<file path="src/rtl/alu_pkg.sv">
// Shared definitions for the ALU arbiter: opcode encodings, FSM states, default width.
package alu_pkg;

  localparam int unsigned ALU_W = 32;

  localparam logic [2:0] OP_ADD = 3'b000;
  localparam logic [2:0] OP_SUB = 3'b001;
  localparam logic [2:0] OP_AND = 3'b010;
  localparam logic [2:0] OP_OR  = 3'b011;
  localparam logic [2:0] OP_XOR = 3'b100;
  localparam logic [2:0] OP_NOP = 3'b101;

  typedef enum logic [1:0] {
    IDLE  = 2'd0,
    ISSUE = 2'd1,
    RESP  = 2'd2
  } arb_state_t;

  function automatic logic op_is_legal(input logic [2:0] op);
    return op <= OP_XOR;
  endfunction

endpackage

</file>
<file path="src/rtl/rr_arbiter.sv">
// Combinational round-robin pick: first requester above ptr, wrapping modulo N.
module rr_arbiter #(
  parameter int N = 4,
  localparam int IW = (N > 1) ? $clog2(N) : 1
) (
  input  logic [N-1:0]  req,
  input  logic [IW-1:0] ptr,
  output logic [N-1:0]  grant,
  output logic [IW-1:0] idx,
  output logic          any
);

  // NOTE: every output gets a default before the search loop so no path
  // through this block can leave a value unassigned and infer a latch.
  always_comb begin
    grant = '0;
    idx   = '0;
    any   = 1'b0;
    for (int k = 1; k <= N; k++) begin
      if (!any && req[(int'(ptr) + k) % N]) begin
        any                          = 1'b1;
        grant[(int'(ptr) + k) % N]   = 1'b1;
        idx                          = IW'((int'(ptr) + k) % N);
      end
    end
  end

endmodule

</file>
<file path="src/rtl/alu_arbiter.sv">
// Round-robin sharing of one ALU between N requesters with one-cycle response pulses.
// Optional opcode checking is enabled by defining ALU_ARB_OPCHK_EN.
import alu_pkg::*;

module alu_arbiter #(
  parameter int N       = 4,
  parameter int ALU_LAT = 1,
  parameter int W       = ALU_W
) (
  input  logic           clock,
  input  logic           clear,
  input  logic [N-1:0]   req_valid,
  output logic [N-1:0]   req_ready,
  input  logic [N*W-1:0] req_a,
  input  logic [N*W-1:0] req_b,
  input  logic [N*3-1:0] req_op,
  output logic [N-1:0]   resp_valid,
  output logic [W-1:0]   resp_result,
  output logic           resp_zero,
  output logic           resp_err,
  output logic [W-1:0]   alu_a,
  output logic [W-1:0]   alu_b,
  output logic [2:0]     alu_op,
  input  logic [W-1:0]   alu_result,
  input  logic           alu_zero,
  output logic           busy
);

  localparam int IW = (N > 1) ? $clog2(N) : 1;
  localparam int CW = (ALU_LAT > 1) ? $clog2(ALU_LAT + 1) : 1;

  arb_state_t    state_q, state_d;
  logic [IW-1:0] rr_ptr_q, rr_ptr_d;
  logic [IW-1:0] owner_q, owner_d;
  logic [CW-1:0] cnt_q, cnt_d;
  logic [W-1:0]  alu_a_q, alu_a_d;
  logic [W-1:0]  alu_b_q, alu_b_d;
  logic [2:0]    alu_op_q, alu_op_d;
  logic [W-1:0]  res_q, res_d;
  logic          zero_q, zero_d;
  logic          err_q, err_d;

  logic [N-1:0]  pick_grant;
  logic [IW-1:0] pick_idx;
  logic          pick_any;
  logic [W-1:0]  sel_a, sel_b;
  logic [2:0]    sel_op;

  rr_arbiter #(.N(N)) u_rr (
    .req   (req_valid),
    .ptr   (rr_ptr_q),
    .grant (pick_grant),
    .idx   (pick_idx),
    .any   (pick_any)
  );

  assign sel_a  = req_a[int'(pick_idx)*W +: W];
  assign sel_b  = req_b[int'(pick_idx)*W +: W];
  assign sel_op = req_op[int'(pick_idx)*3 +: 3];

  always_comb begin
    state_d  = state_q;
    rr_ptr_d = rr_ptr_q;
    owner_d  = owner_q;
    cnt_d    = cnt_q;
    alu_a_d  = alu_a_q;
    alu_b_d  = alu_b_q;
    alu_op_d = alu_op_q;
    res_d    = res_q;
    zero_d   = zero_q;
    err_d    = err_q;
    case (state_q)
      IDLE: begin
        if (pick_any) begin
          owner_d  = pick_idx;
          rr_ptr_d = pick_idx;
`ifdef ALU_ARB_OPCHK_EN
          // Illegal opcodes never reach the ALU; answer directly with an error.
          if (!op_is_legal(sel_op)) begin
            res_d   = '0;
            zero_d  = 1'b1;
            err_d   = 1'b1;
            state_d = RESP;
          end else
`endif
          begin
            alu_a_d  = sel_a;
            alu_b_d  = sel_b;
            alu_op_d = sel_op;
            cnt_d    = CW'(ALU_LAT);
            state_d  = ISSUE;
          end
        end
      end
      ISSUE: begin
        cnt_d = cnt_q - CW'(1);
        if (cnt_q == CW'(1)) begin
          res_d   = alu_result;
          zero_d  = alu_zero;
          err_d   = 1'b0;
          state_d = RESP;
        end
      end
      RESP: begin
        alu_a_d  = '0;
        alu_b_d  = '0;
        alu_op_d = OP_NOP;
        state_d  = IDLE;
      end
      default: state_d = IDLE;
    endcase
  end

  // NOTE: sequential state uses non-blocking assignments so every flop samples
  // the pre-edge values regardless of statement order.
  always_ff @(posedge clock) begin
    if (clear) begin
      state_q  <= IDLE;
      rr_ptr_q <= IW'(N - 1);
      owner_q  <= '0;
      cnt_q    <= '0;
      alu_a_q  <= '0;
      alu_b_q  <= '0;
      alu_op_q <= OP_NOP;
      res_q    <= '0;
      zero_q   <= 1'b0;
      err_q    <= 1'b0;
    end else begin
      state_q  <= state_d;
      rr_ptr_q <= rr_ptr_d;
      owner_q  <= owner_d;
      cnt_q    <= cnt_d;
      alu_a_q  <= alu_a_d;
      alu_b_q  <= alu_b_d;
      alu_op_q <= alu_op_d;
      res_q    <= res_d;
      zero_q   <= zero_d;
      err_q    <= err_d;
    end
  end

  always_comb begin
    resp_valid = '0;
    if (state_q == RESP) resp_valid[owner_q] = 1'b1;
  end

  assign req_ready   = (state_q == IDLE) ? pick_grant : '0;
  assign busy        = (state_q != IDLE);
  assign alu_a       = alu_a_q;
  assign alu_b       = alu_b_q;
  assign alu_op      = alu_op_q;
  assign resp_result = res_q;
  assign resp_zero   = zero_q;
`ifdef ALU_ARB_OPCHK_EN
  assign resp_err    = err_q;
`else
  assign resp_err    = 1'b0;
`endif

endmodule

</file>
<file path="config.mk">
export PLATFORM = sky130hd
export DESIGN_NAME = alu_arbiter
export DESIGN_NICKNAME = d
export VERILOG_FILES = /design/src/rtl/alu_pkg.sv /design/src/rtl/rr_arbiter.sv /design/src/rtl/alu_arbiter.sv
export SDC_FILE = /design/constraint.sdc
export NUM_CORES = 1
export LEC_CHECK = 0
export CAP_MARGIN = 10
export CORE_AREA = 2 2 162 164
export CTS_CLUSTER_DIAMETER = 120
export DETAILED_ROUTE_END_ITERATION = 8
export DIE_AREA = 0 0 164 166
export GPL_ROUTABILITY_DRIVEN = 0
export PLACE_DENSITY = 0.66
export REMOVE_ABC_BUFFERS = 1
export SLEW_MARGIN = 25
export SYNTH_ARGS = -nofsm -noshare
export SYNTH_HDL_FRONTEND = slang
export SYNTH_SLANG_ARGS = --single-unit
export TNS_END_PERCENT = 30
</file>
<file path="constraint.sdc">
create_clock -name clock -period 4 [get_ports clock]
set_input_delay 0.8 -clock clock [delete_from_list [all_inputs] [get_ports clock]]
set_output_delay 0.8 -clock clock [all_outputs]
set_load 0.005 [all_outputs]
</file>
Word level (Yosys, flattened, before mapping)

Index checks and enable logic that the tools add are counted.

Logic and storage cells: 110
Bits in registers: 107
Output and inout bits: 110

Muxes and demuxes: 47
Bitwise operators: 7
Shift operators: 3
Reduce and logical (&&, ||, !) cells: 24
Add/subtract/negate cells: 5
Multipliers: 1
Magnitude comparators: 10
Equal/unequal tests: 4

Operators by type and width:

| operator                                                                             | number |
|---|---|
| 128-bit by 8-bit indexed part select with 32-bit output                              | 2 |
| 32-bit one-hot mux with 2 select lines                                               | 2 |
| 32-bit two-way mux                                                                   | 2 |
| 4-bit two-way mux                                                                    | 6 |
| 1-bit two-way mux                                                                    | 18 |
| 3-bit by 4-bit < comparator with 1-bit output (second input constant)                | 4 |
| 3-bit by 1-bit greater-or-equal comparator with 1-bit output (second input constant) | 4 |
| 2-bit two-way mux                                                                    | 6 |
| 4-bit OR                                                                             | 3 |
| 12-bit by 5-bit indexed part select with 3-bit output                                | 1 |
| 1-bit demux with 2-bit select                                                        | 5 |
| 2-bit AND reduction                                                                  | 5 |
| 1-bit binary-select mux with 2-bit select                                            | 4 |
| 1-bit logical AND                                                                    | 8 |
| 2-bit OR reduction                                                                   | 4 |
| 3-bit one-hot mux with 2 select lines                                                | 1 |
| 2-bit nonzero test                                                                   | 3 |
| 2-bit by 1-bit adder with 2-bit output (second input constant)                       | 2 |
| 2-bit adder (second input constant)                                                  | 2 |
| 1-bit bitwise AND (first input constant)                                             | 4 |
| 2-bit by 2-bit multiplier with 4-bit output (second input constant)                  | 1 |
| 2-bit != test (second input constant)                                                | 2 |
| 2-bit one-hot mux with 2 select lines                                                | 1 |
| 1-bit logical NOT                                                                    | 3 |
| other kinds (8)                                                                      | 8 |

Longest topological paths before layout

Gate-level depths: netlist of run 1.

Depth after elaboration: 20
Depth in mapped cells: 13
Depth with buffers taken out: 8

Cells and area by module

Synthesis of run 1 repeated with hierarchy kept, for this count alone.

Cell total of the unflattened synthesis: 516
Area, all modules: 5839.4 um2

By module, submodules not included:

| module      | instances | area each (um2) | cells an instance |
|---|---|---|---|
| alu_arbiter | 1         | 5210.0          | 430 |
| rr_arbiter  | 1         | 629.4           | 86 |

Least setup slack after synthesis of run 1

OpenSTA, ideal clock, no wires.

Path type: register to output
Start point: register rr_ptr_q[0]
End point: output port req_ready[0]
Slack: 1.175 ns
Data required time: 3.200 ns
Stages on the path, launching flop included: 8
Arrival time: 2.025 ns
Cell sequence: dfxtp_1 -> buf_6 -> inv_1 -> ha_1 -> mux4_2 -> clkbuf_1 -> a221oi_1 -> nor2_1

Cells in the longest elaborated chain, start to end: 15
Elaborated cells between the ends (all ways): 61
Classes of those cells: add/sub: 4; order compare: 8; mux: 28; bitwise: 7; reduce/logical: 14

Ends and longest elaborated chain:

| element                                                                                          | line                               | source |
|---|---|---|
| start: declaration                                                                               | alu_arbiter.sv:33                  | `logic [IW-1:0] rr_ptr_q, rr_ptr_d;` |
| start signal: assignment                                                                         | alu_arbiter.sv:119                 | `rr_ptr_q <= IW'(N - 1);` |
| start signal: assignment                                                                         | alu_arbiter.sv:130                 | `rr_ptr_q <= rr_ptr_d;` |
| 2-bit by 1-bit adder with 2-bit output                                                           | rr_arbiter.sv:20, rr_arbiter.sv:22 |  |
| 2-bit OR reduction (no line) / 1-bit binary-select mux with 2-bit select (equally long branches) | --                                 |  |
| 1-bit bitwise AND (no line) / 1-bit two-way mux (equally long branches)                          | --                                 |  |
| 3-bit by 4-bit < comparator with 1-bit output (implied by the code) (tied with other cells)      | rr_arbiter.sv:22                   | `grant[(int'(ptr) + k) % N] = 1'b1;` |
| 1-bit logical AND (implied by the code) / 1-bit two-way mux (equally long branches)              | rr_arbiter.sv:22, rr_arbiter.sv:20 |  |
| 1-bit two-way mux (implied by the code) / 1-bit logical NOT (equally long branches)              | rr_arbiter.sv:22, rr_arbiter.sv:20 |  |
| 1-bit demux with 2-bit select / 1-bit logical AND (equally long branches)                        | --                                 |  |
| 4-bit two-way mux / 1-bit two-way mux (equally long branches)                                    | rr_arbiter.sv:20                   | `if (!any && req[(int'(ptr) + k) % N]) begin` |
| 4-bit OR (no line) / 1-bit logical NOT (equally long branches)                                   | --                                 |  |
| 4-bit two-way mux / 1-bit logical AND (equally long branches)                                    | rr_arbiter.sv:20                   |  |
| 4-bit OR (no line) / 1-bit two-way mux (equally long branches)                                   | --                                 |  |
| 4-bit two-way mux / 1-bit logical NOT (equally long branches)                                    | rr_arbiter.sv:20                   |  |
| 4-bit OR (no line) / 1-bit logical AND (equally long branches)                                   | --                                 |  |
| 4-bit two-way mux *                                                                              | rr_arbiter.sv:20                   |  |
| 4-bit two-way mux *                                                                              | alu_arbiter.sv:147                 | `assign req_ready = (state_q == IDLE) ? pick_grant : '0;` |
| end: declaration                                                                                 | alu_arbiter.sv:13                  | `output logic [N-1:0] req_ready,` |

Mark *: on every way between the ends. The rest lies on a longest branch, timed or not. The select of a mux whose other input is x is not followed.

Final worst setup path of run 1

Start point: input port req_valid[3]
End point: output port req_ready[1]

Cells in the longest elaborated chain, start to end: 14
Elaborated cells between the ends (all ways): 29
Classes of those cells: mux: 20; bitwise: 3; reduce/logical: 6

Ends and longest elaborated chain:

| element                                               | line               | source |
|---|---|---|
| start: declaration                                    | alu_arbiter.sv:12  | `input logic [N-1:0] req_valid,` |
| 1-bit binary-select mux with 2-bit select             | rr_arbiter.sv:20   |  |
| 1-bit two-way mux (implied by the code) (2 in series) | rr_arbiter.sv:20   |  |
| 1-bit two-way mux                                     | rr_arbiter.sv:20   |  |
| 1-bit logical NOT                                     | rr_arbiter.sv:20   |  |
| 1-bit logical AND                                     | rr_arbiter.sv:20   |  |
| 1-bit two-way mux                                     | rr_arbiter.sv:20   |  |
| 1-bit logical NOT                                     | rr_arbiter.sv:20   |  |
| 1-bit logical AND                                     | rr_arbiter.sv:20   |  |
| 1-bit two-way mux                                     | rr_arbiter.sv:20   |  |
| 1-bit logical NOT                                     | rr_arbiter.sv:20   |  |
| 1-bit logical AND                                     | rr_arbiter.sv:20   |  |
| 4-bit two-way mux *                                   | rr_arbiter.sv:20   |  |
| 4-bit two-way mux *                                   | alu_arbiter.sv:147 |  |

Marks and branches as above.

==> results of run 1 <==
==> cell families after synthesis <==
kind of cell | count (synthesis) | share of synthesized area
AO/OA/AOI/OAI | 201 | 0.227
multiplexers | 140 | 0.243
AND/OR/NAND/NOR | 129 | 0.0960
flip-flops | 107 | 0.360
buffers and inverters | 61 | 0.0559
adder cells (fa/ha/maj) | 8 | 0.0168
other | 1 | 0.000630
XOR/XNOR | 1 | 0.00147
==> where the power goes <==
group          switching [mW]  internal [mW]  total [mW]  leakage [nW]
sequential              0.155           1.36        1.52         0.880
combinational            1.17           1.54        2.71          3.82
clock                   0.462          0.501       0.964         0.154
==> cells in the mapped netlist, types with 4 or more instances <==
| cell type | count | area share |
|---|---|---|
| o22ai_1 | 68 | 0.071 |
| nand2_1 | 82 | 0.052 |
| buf_2 | 11 | 0.0092 |
| nor2b_1 | 4 | 0.0042 |
| nor2_1 | 20 | 0.013 |
| a221oi_1 | 6 | 0.0088 |
| a21oi_1 | 42 | 0.035 |
| a21o_1 | 64 | 0.081 |
| buf_6 | 9 | 0.017 |
| clkbuf_1 | 31 | 0.020 |
| ha_1 | 8 | 0.017 |
| dfxtp_1 | 107 | 0.36 |
| a22oi_1 | 4 | 0.0050 |
| mux2i_1 | 132 | 0.22 |
| buf_4 | 6 | 0.0076 |
==> layer usage <==
metal	up-vias	GRT usage	routed length, microns
met4	0	0.0408	401
met2	230	0.288	11800
li1	3166	-	-
met5	-	0	0
met1	2974	0.203	10100
met3	23	0.0362	1320
==> worst register-to-register path, cell delays in order, from the launching register on <==
cell       delay [ps]
dfxtp_1           330
inv_1             130
ha_1              470
buf_4             200
nor2b_1            50
a2111oi_0         670
a31oi_4           220
buf_12            250
mux2i_1           470
o22ai_1           140
a21o_1            170
==> final cells by class <==
type / instances / area [sq um]
Clock inverter: 7 / 83.8
Fill cell: 2522 / 14800
Timing Repair Buffer: 440 / 4390
Sequential cell: 107 / 2140
Multi-Input combinational cell: 480 / 3520
Clock buffer: 9 / 225
Tap cell: 335 / 419
Inverter: 3 / 11.3
==> stage by stage <==
stage	TNS [ps]	hold WS (ps)	setup slack, ps	cells	util
3_5_place_dp	0	438	92.9	1363	0.408
4_1_cts	0	456	88.2	1379	0.420
6_report	0	453	105	1381	0.421
5_1_grt	0	467	13.2	1381	0.421
2_1_floorplan	-619700	447	-9040	590	-
3_3_place_gp	0	433	124	1363	0.408
==> repair_timing <==
item / CTS / global route
resized for setup: 0 / 1
setup endpoints to repair: 0 / 4
setup buffers: 0 / 2
==> state kept, by name, summed over array words and instances, names as in the netlist <==
| register | count |
|---|---|
| resp_result | 32 |
| cnt_q | 1 |
| alu_a | 32 |
| alu_b | 32 |
| rr_ptr_q | 2 |
| alu_op | 3 |
| state_q | 2 |
| resp_zero | 1 |
| owner_q | 2 |
==> worst min path at each step <==
stage / slack [ps] / depth (start not counted) / startpoint / endpoint
after floorplan: 450 / 2 / resp_result[0]$_SDFFE_PP0P_ / resp_result[0]$_SDFFE_PP0P_
after global placement: 430 / 1 / alu_a[28]$_SDFFE_PP0P_ / alu_a[28]$_SDFFE_PP0P_
after detailed placement: 440 / 1 / alu_a[4]$_SDFFE_PP0P_ / alu_a[4]$_SDFFE_PP0P_
after CTS: 460 / 2 / resp_result[18]$_SDFFE_PP0P_ / resp_result[18]$_SDFFE_PP0P_
after global routing: 470 / 1 / alu_a[15]$_SDFFE_PP0P_ / alu_a[15]$_SDFFE_PP0P_
final: 450 / 1 / alu_a[5]$_SDFFE_PP0P_ / alu_a[5]$_SDFFE_PP0P_
==> results_dict.tcl, run 1 <==
set metrics [dict create \
    status "completed" \
    vdd_ir_drop_max_uv 300 \
    grt_max_degree 86 \
    path_buf_inv 2 \
    cts_buffers 9 \
    overflow 0 \
    mostFrequentLayoutCell "clkdlybuf4s50_1" \
    design_area_sq_um 10800 \
    max_stage_delay_ps 610 \
    cts_hold_buf 0 \
    power_mw 5.19 \
    worst-setup-path-type "input pin to output port" \
    slew_headroom 0.462 \
    pin_count 417 \
    antenna_found_initial 0 \
    clock_sink_count 107 \
    start_util 0.232 \
    fmax_mhz 257 \
    vias 6393 \
    r2r_setup_slack_ps 790 \
    drc 0 \
    placed_area_sq_um 10500 \
    cts_tree "yes" \
    arrival_ps 3090 \
    root_buffer "clkbuf_16" \
    critPathRequiredTime_ps 3200 \
    netlist_area_sq_um 5950 \
    crit_family "buffers and inverters" \
    cp-startpoint "req_valid[3]" \
    synth_edf_count 0 \
    htreeDepth 3 \
    timing.final.crit_share 0.974 \
    die_h_microns 166 \
    leakagePower_nw 4.85 \
    grtUsageTotal 0.164 \
    die_x_microns 164 \
    final_cell_mix "415 x clkdlybuf4s50_1, 132 x mux2i_1, 107 x dfxtp_1" \
    worstMarginPinSlew_ps 806 \
    finalHoldViolCount 0 \
    finalNetCount 1356 \
    die-area_sq_um 27200 \
    clockBufferDepth 2 \
    p_per_area_nw_per_um2 481 \
    cp_max_fo 10 \
    async_reset_ff_frac 0 \
    period_needed_ps 3890 \
    yosysSeqAreaShare 0.360 \
    path_cells "clkdlybuf4s50_1 > mux4_2 > nor2b_2 > a22oi_1 > nor2_1 > a221oi_1 > nor2_1 > clkdlybuf4s50_1" \
    wl_microns 23600 \
    synth_cells 648 \
    insertion_delay_ps 350 \
    port_buffers 415 \
    row_count 59 \
    r2r_start "rr_ptr_q[0]$_SDFFE_PP1P_" \
    start_kind "input pin" \
    postSynthAreaPerCell_sq_um 9.19 \
    diodes 0 \
    crit_cells 8 \
    drt_pre_antenna_iters 4 \
    synth.distinct_cells 48 \
    cap_violations 0 \
    synth-main-ff-cell "dfxtp_1" \
    cpMaxStageDelayCell "mux4_2" \
    setup_violations 0 \
    rr_worst_depth 10 \
    wl_per_cell_microns 17.1 \
    final_antenna_net_count 0 \
    ys_seq_elements 107 \
    grt_pass1_vias 6124 \
    syn2layout_area_growth_pct 81.2 \
    rsz0062_at_grt "no" \
    yosysWarnings 0 \
    cp-end-kind "output port" \
    drive_gt1_frac 0.0574 \
    grt_pass1_wl_microns 34600 \
    drt_iter0_markers 328 \
    crit_end "req_ready[1]" \
    worstHoldPathType "register to register" \
    reg2reg_to "alu_b[17]$_SDFFE_PP0P_" \
    hpwl_microns 18200 \
    vias_per_cell 4.63 \
    fin_worst_skew_ps 6.86 \
    clk_pin_slew_worst_paths_ps 80 \
    core_area_sq_um 25600 \
    slew_viol_final 0 \
]
No activity file was read; power rests on OpenSTA's default activity.
==> inputs of run 2 (changes only) <==
ABC_CLOCK_PERIOD_IN_PS = 4000   (was not set)
==> results of run 2 <==
Final layout, timing and power as in run 1 (identical DEF).
==> inputs of run 3 (changes only) <==
CTS_CLUSTER_SIZE = 20   (was not set)
==> results of run 3 <==
Final layout, timing and power as in run 1 (identical DEF).
